--- config.mk ---
export PLATFORM = sky130hd
export DESIGN_NAME = fetch_ctrl
export DESIGN_NICKNAME = d
export VERILOG_FILES = /design/src/rtl/fetch_pkg.sv /design/src/rtl/add_16b.sv /design/src/rtl/fetch_ctrl.sv
export SDC_FILE = /design/constraint.sdc
export NUM_CORES = 1
export LEC_CHECK = 0
export CORE_MARGIN = 4
export CORE_UTILIZATION = 30
export CTS_BUF_LIST = sky130_fd_sc_hd__clkbuf_16
export CTS_CLUSTER_DIAMETER = 150
export CTS_CLUSTER_SIZE = 16
export DETAILED_ROUTE_END_ITERATION = 8
export GPL_TIMING_DRIVEN = 0
export SYNTH_ARGS = -nofsm -noshare
export SYNTH_HDL_FRONTEND = slang
export SYNTH_SLANG_ARGS = --single-unit
--- constraint.sdc ---
create_clock -name clk -period 2.9 [get_ports clk]
set_clock_uncertainty 0.05 [all_clocks]
set_input_delay 0.87 -clock clk [delete_from_list [all_inputs] [get_ports clk]]
set_output_delay 0.87 -clock clk [all_outputs]
set_load 0.02 [all_outputs]
--- src/rtl/fetch_pkg.sv ---
// rtl/fetch_pkg.sv - shared types and constants for the instruction-fetch sequencer
package fetch_pkg;

  localparam int PC_W    = 16;
  localparam int INSTR_W = 16;

  // Distance between consecutive instruction words (byte addressing, 16-bit words)
  localparam logic [PC_W-1:0] PC_STEP = 16'h2;

  typedef enum logic [1:0] {
    ST_FETCH      = 2'd0,
    ST_DISCARD    = 2'd1,
    ST_HALT_DRAIN = 2'd2,
    ST_HALT       = 2'd3
  } fetch_state_t;

endpackage

--- src/rtl/add_16b.sv ---
// rtl/add_16b.sv - 16-bit ripple adder with carry in/out
module add_16b (
  input  logic [15:0] a,
  input  logic [15:0] b,
  input  logic        cin,
  output logic [15:0] sum,
  output logic        cout
);

  // Full-width add; the carry out is the 17th bit of the result
  always_comb begin
    {cout, sum} = {1'b0, a} + {1'b0, b} + {16'h0000, cin};
  end

endmodule

--- src/rtl/fetch_ctrl.sv ---
// rtl/fetch_ctrl.sv - PC owner, imem request sequencer and IF/ID register loader
module fetch_ctrl
  import fetch_pkg::*;
#(
  parameter logic [PC_W-1:0] RESET_PC = 16'h0000
) (
  input  logic               clk,
  input  logic               rst,
  output logic               imem_req,
  output logic [PC_W-1:0]    imem_addr,
  input  logic               imem_ready,
  input  logic [INSTR_W-1:0] imem_data,
  input  logic               stall,
  input  logic               redirect_valid,
  input  logic [PC_W-1:0]    redirect_pc,
  input  logic               halt_dec,
  output logic               if_valid,
  output logic [PC_W-1:0]    if_pc,
  output logic [INSTR_W-1:0] if_instr,
  output logic               halted
);

  fetch_state_t       state;
  logic [PC_W-1:0]    pc;
  logic [PC_W-1:0]    tgt;
  logic [PC_W-1:0]    pc_next;
  logic               pc_cout_unused;
  logic               skid_valid;
  logic [PC_W-1:0]    skid_pc;
  logic [INSTR_W-1:0] skid_instr;
  logic               complete;
  logic               pending;

  // Sequential PC for the next fetch
  add_16b u_pc_add (
    .a    (pc),
    .b    (PC_STEP),
    .cin  (1'b0),
    .sum  (pc_next),
    .cout (pc_cout_unused)
  );

  // Request is driven straight from state so it stays stable while memory waits;
  // a full skid buffer blocks new requests until it drains into IF/ID
  always_comb begin
    imem_req  = ~rst & ~skid_valid &
                ((state == ST_FETCH) | (state == ST_DISCARD) | (state == ST_HALT_DRAIN));
    imem_addr = pc;
    complete  = imem_req & imem_ready;
    pending   = imem_req & ~imem_ready;
  end

  // Fetch FSM with PC, redirect target, skid buffer and IF/ID registers
  always_ff @(posedge clk) begin
    if (rst) begin
      state      <= ST_FETCH;
      pc         <= RESET_PC;
      tgt        <= '0;
      skid_valid <= 1'b0;
      skid_pc    <= '0;
      skid_instr <= '0;
      if_valid   <= 1'b0;
      if_pc      <= '0;
      if_instr   <= '0;
      halted     <= 1'b0;
    end else begin
      case (state)
        ST_FETCH: begin
          if (halt_dec) begin
            // An outstanding request must still be retired before going idle
            if_valid   <= 1'b0;
            skid_valid <= 1'b0;
            state      <= pending ? ST_HALT_DRAIN : ST_HALT;
            halted     <= ~pending;
          end else if (redirect_valid) begin
            if_valid   <= 1'b0;
            skid_valid <= 1'b0;
            if (pending) begin
              tgt   <= redirect_pc;
              state <= ST_DISCARD;
            end else begin
              pc <= redirect_pc;
            end
          end else if (stall) begin
            // IF/ID is frozen; park a completing response in the skid buffer
            if (complete) begin
              skid_valid <= 1'b1;
              skid_pc    <= pc;
              skid_instr <= imem_data;
              pc         <= pc_next;
            end
          end else if (skid_valid) begin
            if_valid   <= 1'b1;
            if_pc      <= skid_pc;
            if_instr   <= skid_instr;
            skid_valid <= 1'b0;
          end else if (complete) begin
            if_valid <= 1'b1;
            if_pc    <= pc;
            if_instr <= imem_data;
            pc       <= pc_next;
          end else begin
            if_valid <= 1'b0;
          end
        end

        ST_DISCARD: begin
          // Wait out the squashed request; its data never reaches IF/ID
          if_valid <= 1'b0;
          if (halt_dec) begin
            state  <= pending ? ST_HALT_DRAIN : ST_HALT;
            halted <= ~pending;
          end else if (complete) begin
            pc    <= redirect_valid ? redirect_pc : tgt;
            state <= ST_FETCH;
          end else if (redirect_valid) begin
            tgt <= redirect_pc;
          end
        end

        ST_HALT_DRAIN: begin
          if_valid <= 1'b0;
          if (complete) begin
            state  <= ST_HALT;
            halted <= 1'b1;
          end
        end

        ST_HALT: begin
          halted <= 1'b1;
        end

        default: begin
          state <= ST_FETCH;
        end
      endcase
    end
  end

endmodule
==> reports/metrics.cfg, run 1 <==
[run_status]
outcome = finished clean

[detailed_routing]
first_pass_iters = 7
routedWlPerCell_um = 15.5
vias_per_cell = 5.12
drtIter0Drc = 340
wirelength_um = 13200
dr_total_vias = 4334
ant_nets = 0
drc = 0

[sta]
rsz0062_at_grt = false
hold_viol = 0
setup_viol = 0
finalCritPeriodShare_pct = 95.2
maxSlewHeadroom_pct = 49.5
maxSlewViolCount = 0
worst_slack_ns = 0.138
hold_slack_ns = 0.406
tightest_slew_ns = 0.757
period_needed_ns = 2.76
timing.fmax_mhz = 362

[clock_tree]
postCtsHoldBufs = 0
clock_latency_ns = 0.35
cts_tree = built
cts_resized = 3
clkTransAtPathRegs_ns = 0.07
cts_root_buf = clkbuf_16
cts_made_buffers = 9
cts_buffer_depth = 2
cts_post_setup_buffers_inserted = 0
cts_max_level = 3
cts.sinks = 101

[final_layout]
fillers = 1570
layout_common_cells = 101 x dfxtp_1, 94 x nand2_1, 84 x clkdlybuf4s50_1
nets = 697
layout-drive-gt1-share_pct = 5.77
syn2layout_area_growth_pct = 30.3
num_antenna_cells = 0
layout_commonest_cell = dfxtp_1

[floorplanning]
die_w_um = 133
die-height_um = 133
num_io_pins = 89
std_cell_rows = 45
initial_utilization_pct = 30.7
core-area_um2 = 15200
dieArea_um2 = 17600

[power]
power_density_nw_per_um2 = 703
p_leak_nw = 2.07
vdd_ir_drop_max_mv = 0.339

[critical_path]
worst_setup_path_end_kind = flip-flop
crit_chain = clkdlybuf4s50_1 -> nor4b_1 -> nand4_1 -> clkbuf_1 -> nand2_1 -> a21oi_1
crit_path_start_kind = primary input
crit_slowest_cell = nor4b_1
worst-setup-path-type = in2reg
crit_buf_inv = 2
crit_family = simple AND/OR/NAND/NOR gates
crit_fanout = 10
critPathMaxStageDelay_ns = 0.58
arrival_ns = 2.93
cp.required_ns = 3.06

[synth]
syn_area_um2 = 4670
ys_async_sr_fraction_pct = 0
synth_nets = 601
synth_edf_count = 0
synth-seq-cells = 101
ys_seq_area_share_pct = 43.3
ys.flop_type = dfxtp_1
ys_warn_count = 0
synthDistinctLibCells = 51
syn_inst = 558
syn-mean-instance-area_um2 = 8.37

[hold_path]
min-delay-path-class = reg2reg

[global_routing]
antenna_found_initial = 0
grt_overflow = 0
grt_pass1_vias = 4203
grt_max_degree = 17
grt_first_pass_wirelength_um = 21300
track_usage_pct = 14.8

[placed_design]
pre_cts_ws_ns = -0.330
dp_hpwl_um = 9960
place.port_buffers = 85
gp_congestion = 0.814

[run]
maxCapViolCount = 0

[worst register-to-register path, stage by stage, from the launching register on]
cell      delay, ns
dfxtp_1        0.42
inv_1          0.11
ha_1           0.30
or2_2          0.31
clkbuf_1       0.20
or3_1          0.49
o221ai_1       0.25
nand2_1        0.10
a21oi_1        0.13
[layer usage]
metal,routed length [um],global-route usage (%)
met2,6090,24.7
met4,258,5.66
met1,6110,18.8
met3,698,3.19
met5,0,0
[flip-flops by register name (all words and copies together) (netlist names)]
register and flops:
halted 1, if_instr 16, if_pc 16, if_valid 1, imem_addr 16, skid_instr 16
skid_pc 16, skid_valid 1, state 2, tgt 16
[where the power goes]
part / switching, mW / internal, mW
sequential: 0.148 / 1.51
clock: 0.537 / 0.753
combinational: 0.759 / 0.570
[synthesized netlist by cell type (all sizes together) (2+ instances only)]
master	instances	area, um^2
o211ai	2	15.0
nor4	4	25.0
a31oi	2	12.5
a41oi	2	17.5
a21oi	52	260
inv	8	30.0
nand3	5	25.0
nor3	7	50.1
o31ai	2	15.0
clkbuf	32	120
xnor2	2	17.5
nor3b	2	15.0
a311oi	2	23.8
nand4	4	25.0
buf	13	100
or3	3	18.8
ha	5	62.6
nand2	94	353
and4	2	17.5
a211oi	39	293
dfxtp	101	2020
mux2i	53	531
o21ai	31	155
o21a	3	22.5
or4	2	15.0
nor2	67	251
xor2	2	17.5
[cells by family (layout without fill, tap and decap cells)]
logic type,after synthesis,in the layout,synth area share [%]
fa+ha+maj,5,5,1.34
flops,101,101,43.3
compound gates,143,143,19.3
mux,54,54,11.6
buf+inv,53,154,5.36
xor+xnor,4,4,0.750
simple gates,198,198,18.4
[final timing paths]
check,slack [ns],endpoint,cells past startpoint,start
worst max-delay path,0.14,skid_instr[14],6,imem_ready
worst min-delay path,0.41,skid_instr[3],2,skid_instr[3]
worst max register to register,0.48,imem_addr[9],8,state[1]
worst min register to register,0.41,skid_instr[3],2,skid_instr[3]
[area by class of cell]
class,count,area (um^2),share of cell area (%)
multi-input cells,404,2410,39.6
clock buffers,9,225,3.70
plain buffers,45,224,3.68
flip-flops and latches,101,2020,33.2
clock inverters,7,90.1,1.48
inverters,8,30.0,0.493
repair buffers,85,850,14.0
well taps,188,235,3.86
[metrics by stage]
stage	utilization [%]	power, mW	cell area (um^2)	TNS [ns]	instances
floorplan	-	2.53	4670	0	558
global placement	37.9	2.98	5760	-12.82	831
detailed placement	37.9	3.01	5760	-14.60	831
CTS	40.0	4.31	6080	0	847
global route	40.0	4.51	6090	0	847
finish	40.0	4.28	6090	0	847
No activity file was read; power rests on OpenSTA's default activity.
==> inputs of run 2 (changes only) <==
--- a/config.mk
+++ b/config.mk
@@ -14,4 +14,5 @@
 export GPL_TIMING_DRIVEN = 0
 export SYNTH_ARGS = -nofsm -noshare
 export SYNTH_HDL_FRONTEND = slang
+export SYNTH_HIERARCHICAL = 1
 export SYNTH_SLANG_ARGS = --single-unit
==> run 2 against run 1 <==
Global-route usage grew 0.65 points. Worst setup slack lost 0.036 ns. Routed wire length grew 20%. Largest cell class unchanged. Power shrank 1.1%. Core utilization shrank 0.95 points. Combinational power is essentially flat. Non-clock buffer count grew 2.
==> reports/metrics.cfg, run 2 <==
[detailed_routing]
vias_per_cell = 4.99  ; -2.4%
ant_nets = 0  ; unchanged
drc = 0  ; unchanged
dr_total_vias = 4902  ; +13%
first_pass_iters = 5  ; -2
routedWlPerCell_um = 16.1  ; +3.6%
wirelength_um = 15800  ; +20%
drtIter0Drc = 252  ; -26%

[floorplanning]
die_w_um = 143  ; +8.0%
die-height_um = 143  ; +8.0%
dieArea_um2 = 20600  ; +17%
core-area_um2 = 18000  ; +19%
std_cell_rows = 49  ; +8.9%
initial_utilization_pct = 30.5  ; -0.22 points
num_io_pins = 89  ; unchanged

[clock_tree]
cts.sinks = 101  ; unchanged
cts_tree = built
clkTransAtPathRegs_ns = 0.07  ; about the same
cts_buffer_depth = 2  ; unchanged
cts_max_level = 3  ; unchanged
clock_latency_ns = 0.36  ; about the same
cts_made_buffers = 9  ; unchanged
cts_root_buf = clkbuf_16
cts_post_setup_buffers_inserted = 0  ; unchanged

[critical_path]
worst-setup-path-type = in2reg
crit_path_start_kind = primary input
r2r-end = imem_addr[15]
worstReg2RegStart = imem_addr[2]
arrival_ns = 3.04  ; +0.11 ns
crit_fanout = 10  ; unchanged
cp.required_ns = 3.14  ; +0.08 ns
worst_setup_path_end_kind = flip-flop
r2r_setup_slack_ns = 0.11  ; -0.37 ns
reg2reg_depth = 10  ; +2

[placed_design]
dp_cells = 966  ; +16%
dp_hpwl_um = 11800  ; +19%
placedInstanceArea_um2 = 6720  ; +17%
pre_cts_ws_ns = -0.362  ; -0.0322 ns
gp_congestion = 0.844  ; +3.7%
place.port_buffers = 87  ; +2.4%

[final_layout]
layout_common_cells = 100 x dfxtp_1, 91 x nand2_1, 86 x clkdlybuf4s50_1
instances_no_fill = 982  ; +16%
layout_commonest_cell = dfxtp_1
num_antenna_cells = 0  ; unchanged
layout-drive-gt1-share_pct = 10.9  ; +5.1 points
nets = 807  ; +16%
final_area_um2 = 7050  ; +16%
syn2layout_area_growth_pct = 28.1

[hold_path]
min_from = skid_pc[13]
min_to = skid_pc[13]
min-delay-path-class = reg2reg
whs_path_depth = 2  ; unchanged

[sta]
finalCritPeriodShare_pct = 96.5  ; +1.2 points
worst_slack_ns = 0.102  ; -0.0356 ns
tightest_slew_ns = 0.839  ; +0.0821 ns
hold_slack_ns = 0.406  ; +0.000350 ns
setup_viol = 0  ; unchanged
maxSlewHeadroom_pct = 44.1  ; -5.5 points
timing.fmax_mhz = 357  ; -1.3%
period_needed_ns = 2.80  ; +0.0356 ns
maxSlewViolCount = 0  ; unchanged
hold_viol = 0  ; unchanged

[global_routing]
grt_pass1_vias = 4615  ; +9.8%
antenna_found_initial = 0  ; unchanged
grt_first_pass_wirelength_um = 25000  ; +17%
track_usage_pct = 15.5  ; +0.65 points
grt_overflow = 0  ; unchanged
grt_max_degree = 20  ; +3

[power]
power_density_nw_per_um2 = 601  ; -15%
vdd_ir_drop_max_mv = 0.344  ; +1.4%
p_leak_nw = 2.54  ; +23%

[run_status]
outcome = finished clean

[synth]
syn-mean-instance-area_um2 = 8.67  ; +3.6%
ys_warn_count = 6  ; +6
syn_area_um2 = 5500  ; +18%
syn_inst = 634  ; +14%

[run]
maxCapViolCount = 0  ; unchanged

## run 2: final cells by class
type / instances / area, um^2
inverters: 12 / 45.0
clock inverters: 7 / 88.8
plain buffers: 45 / 233
flip-flops and latches: 101 / 2020
fillers: 1885 / 11000
repair buffers: 87 / 870
well taps: 229 / 287
multi-input cells: 492 / 3280
clock buffers: 9 / 225
## run 2: where the power goes
part	internal (mW)	switching (mW)
Sequential	1.48	0.0954
Clock	0.695	0.617
Combinational	0.570	0.781
## run 2: how the worst max path moves through the flow
stage | startpoint | to | cells past startpoint
after global routing | redirect_valid | skid_pc[1] | 7
after CTS | redirect_valid | imem_addr[9] | 7
after detailed placement | redirect_valid | imem_addr[9] | 7
after floorplan | imem_addr[1] | imem_addr[12] | 11
after global placement | redirect_valid | imem_addr[11] | 7
final | redirect_valid | imem_addr[14] | 7
## run 2: critical path, stage by stage
cell and delay [ns]:
clkdlybuf4s50_1 0.47, clkbuf_1 0.45, nand2b_1 0.20, o21a_1 0.26, clkbuf_1 0.42, nand3_1 0.21, a21oi_1 0.16
## run 2: repair_timing
item,4_1_cts,5_1_grt
hold buffers,0,0
gates resized for setup,3,8
setup endpoints to repair,3,12
## run 2: layer usage
layer	track usage (%)	vias to the layer above	routed length, um
met5	0	-	0
met4	3.37	0	188
met3	3.63	13	1000
met2	24.1	141	6980
met1	21.9	2290	7630
li1	-	2458	-
## run 2: per-stage QoR
step / setup TNS [ns] / power, mW / util, %
floorplan: 0 / 2.51 / -
global placement: -15.36 / 2.92 / 37.3
detailed placement: -15.64 / 2.93 / 37.3
CTS: 0 / 4.26 / 39.0
global route: -0.0000913 / 4.48 / 39.1
finish: 0 / 4.23 / 39.1
==> inputs of run 3 (changes only) <==
--- a/config.mk
+++ b/config.mk
@@ -11,8 +11,10 @@
 export CTS_CLUSTER_DIAMETER = 150
 export CTS_CLUSTER_SIZE = 16
 export DETAILED_ROUTE_END_ITERATION = 8
+export GPL_ROUTABILITY_DRIVEN = 0
 export GPL_TIMING_DRIVEN = 0
 export SYNTH_ARGS = -nofsm -noshare
 export SYNTH_HDL_FRONTEND = slang
 export SYNTH_HIERARCHICAL = 1
 export SYNTH_SLANG_ARGS = --single-unit
+export TNS_END_PERCENT = 1
==> run 3 against run 2 <==
Sequential cell count did not move. Register-to-register slack barely moved. Via count barely moved. Worst setup slack got worse by 0.00063 ns. Core utilization barely moved. Final cell count did not move. Sequential power barely moved. Power barely moved. Critical path depth did not move. Routed wire length barely moved. Sequential share of layout area barely moved. Highest routed layer unchanged.
==> reports/metrics.cfg, run 3 (synthesis gave the netlist of run 2 again) <==
[placed_design]
dp_hpwl_um = 11800  ; unchanged
pre_cts_ws_ns = -0.362  ; unchanged
placedInstanceArea_um2 = 6720  ; unchanged
place.port_buffers = 87  ; unchanged

[clock_tree]
cts_root_buf = clkbuf_16
cts_buffer_depth = 2  ; unchanged
cts_tree = built
clock_latency_ns = 0.36  ; about the same
cts_max_level = 3  ; unchanged
cts_made_buffers = 9  ; unchanged
clkTransAtPathRegs_ns = 0.07  ; about the same
cts_post_setup_buffers_inserted = 0  ; unchanged
cts.sinks = 101  ; unchanged

[sta]
maxSlewViolCount = 0  ; unchanged
setup_viol = 0  ; unchanged
finalCritPeriodShare_pct = 96.5  ; about the same
hold_slack_ns = 0.406  ; unchanged
hold_viol = 0  ; unchanged
tightest_slew_ns = 0.839  ; unchanged
rsz0062_at_grt = true
maxSlewHeadroom_pct = 44.1  ; unchanged
timing.fmax_mhz = 357  ; about the same
worst_slack_ns = 0.102  ; -0.000635 ns
period_needed_ns = 2.80  ; +0.000635 ns

[detailed_routing]
wl_met1_um = 7610  ; -0.22%
routedWlPerCell_um = 16.1  ; about the same
vias_per_cell = 4.99  ; about the same
first_pass_iters = 5  ; unchanged
wl_met3_um = 1020  ; +1.5%
drtIter0Drc = 252  ; unchanged
dr_wl_met2_um = 6930  ; -0.73%
drc = 0  ; unchanged
top_layer = met4
dr_total_vias = 4904  ; +0.041%
wirelength_um = 15800  ; about the same
ant_nets = 0  ; unchanged

[critical_path]
worstReg2RegStart = imem_addr[2]
crit_path_start_kind = primary input
worst-setup-path-type = in2reg
worst_setup_path_end_kind = flip-flop
arrival_ns = 3.04  ; about the same
reg2reg_depth = 10  ; unchanged
cp.required_ns = 3.14  ; about the same
crit_fanout = 10  ; unchanged
r2r_setup_slack_ns = 0.12  ; about the same
r2r-end = imem_addr[15]

[floorplanning]
core-area_um2 = 18000  ; unchanged
std_cell_rows = 49  ; unchanged
die-height_um = 143  ; unchanged
die_w_um = 143  ; unchanged
initial_utilization_pct = 30.5  ; unchanged
dieArea_um2 = 20600  ; unchanged
num_io_pins = 89  ; unchanged

[final_layout]
layout_common_cells = 100 x dfxtp_1, 91 x nand2_1, 86 x clkdlybuf4s50_1
final_core_util_pct = 39.1  ; about the same
layout-drive-gt1-share_pct = 10.8  ; -0.13 points
syn2layout_area_growth_pct = 28.1  ; about the same
final_area_um2 = 7050  ; about the same
layout_commonest_cell = dfxtp_1
nets = 807  ; unchanged
fillers = 1886  ; +0.053%
num_antenna_cells = 0  ; unchanged

[hold_path]
min-delay-path-class = reg2reg
min_to = skid_pc[13]
whs_path_depth = 2  ; unchanged
min_from = skid_pc[13]

[global_routing]
grt_first_pass_wirelength_um = 25000  ; unchanged
antenna_found_initial = 0  ; unchanged
track_usage_pct = 15.5  ; unchanged
grt_overflow = 0  ; unchanged
grt_pass1_vias = 4615  ; unchanged
grt_max_degree = 20  ; unchanged

[power]
power_density_nw_per_um2 = 601  ; about the same
power_mw = 4.23  ; about the same
vdd_ir_drop_max_mv = 0.344  ; about the same
p_leak_nw = 2.53  ; -0.11%

[run]
maxCapViolCount = 0  ; unchanged

[run_status]
outcome = finished clean

-- run 3: power breakdown --
group	total (mW)	switching, mW	internal (mW)	leakage [nW]
Clock	1.31	0.617	0.695	0.152
Combinational	1.35	0.780	0.569	1.56
Sequential	1.57	0.0955	1.48	0.818
-- run 3: through the flow --
step / std cells / setup TNS [ns]
2_1_floorplan: 650 / 0
3_3_place_gp: 966 / -15.36
3_5_place_dp: 966 / -15.64
4_1_cts: 982 / 0
5_1_grt: 982 / -0.00672
6_report: 982 / 0
-- run 3: worst max-delay path: stages --
cell and delay, ns:
clkdlybuf4s50_1 0.47, clkbuf_1 0.45, nand2b_1 0.20, o21a_1 0.26
clkbuf_1 0.42, nand3_1 0.21, a21oi_1 0.16
-- run 3: repair_timing --
action                     CTS  global route
setup endpoints to repair    3            12
hold buffers                 0             0
cloned                       0             0
resized for setup            3             6
hold endpoints to repair     0             0
-- run 3: worst max-delay path by stage --
stage / endpoint / cells after the start / startpoint / slack [ns]
after floorplan: imem_addr[12] / 11 / imem_addr[1] / 0.31
after global placement: imem_addr[11] / 7 / redirect_valid / -0.31
after detailed placement: imem_addr[9] / 7 / redirect_valid / -0.36
after CTS: imem_addr[9] / 7 / redirect_valid / 0.01
after global routing: imem_addr[9] / 7 / redirect_valid / -0.007
final: imem_addr[14] / 7 / redirect_valid / 0.10
-- run 3: final cells by class --
class	instances	area [um^2]	share of cell area, %
Buffer	45	231	3.29
Clock buffer	9	225	3.20
Clock inverter	7	88.8	1.26
Inverter	12	45.0	0.639
Multi-Input combinational cell	492	3280	46.5
Sequential cell	101	2020	28.7
Tap cell	229	287	4.07
Timing Repair Buffer	87	870	12.3
-- run 3: routing by layer --
| layer | GRT usage [%] | vias up |
|---|---|---|
| met4 | 3.37 | 0 |
| li1 | - | 2460 |
| met5 | 0 | - |
| met3 | 3.63 | 17 |
| met1 | 21.9 | 2284 |
| met2 | 24.1 | 143 |
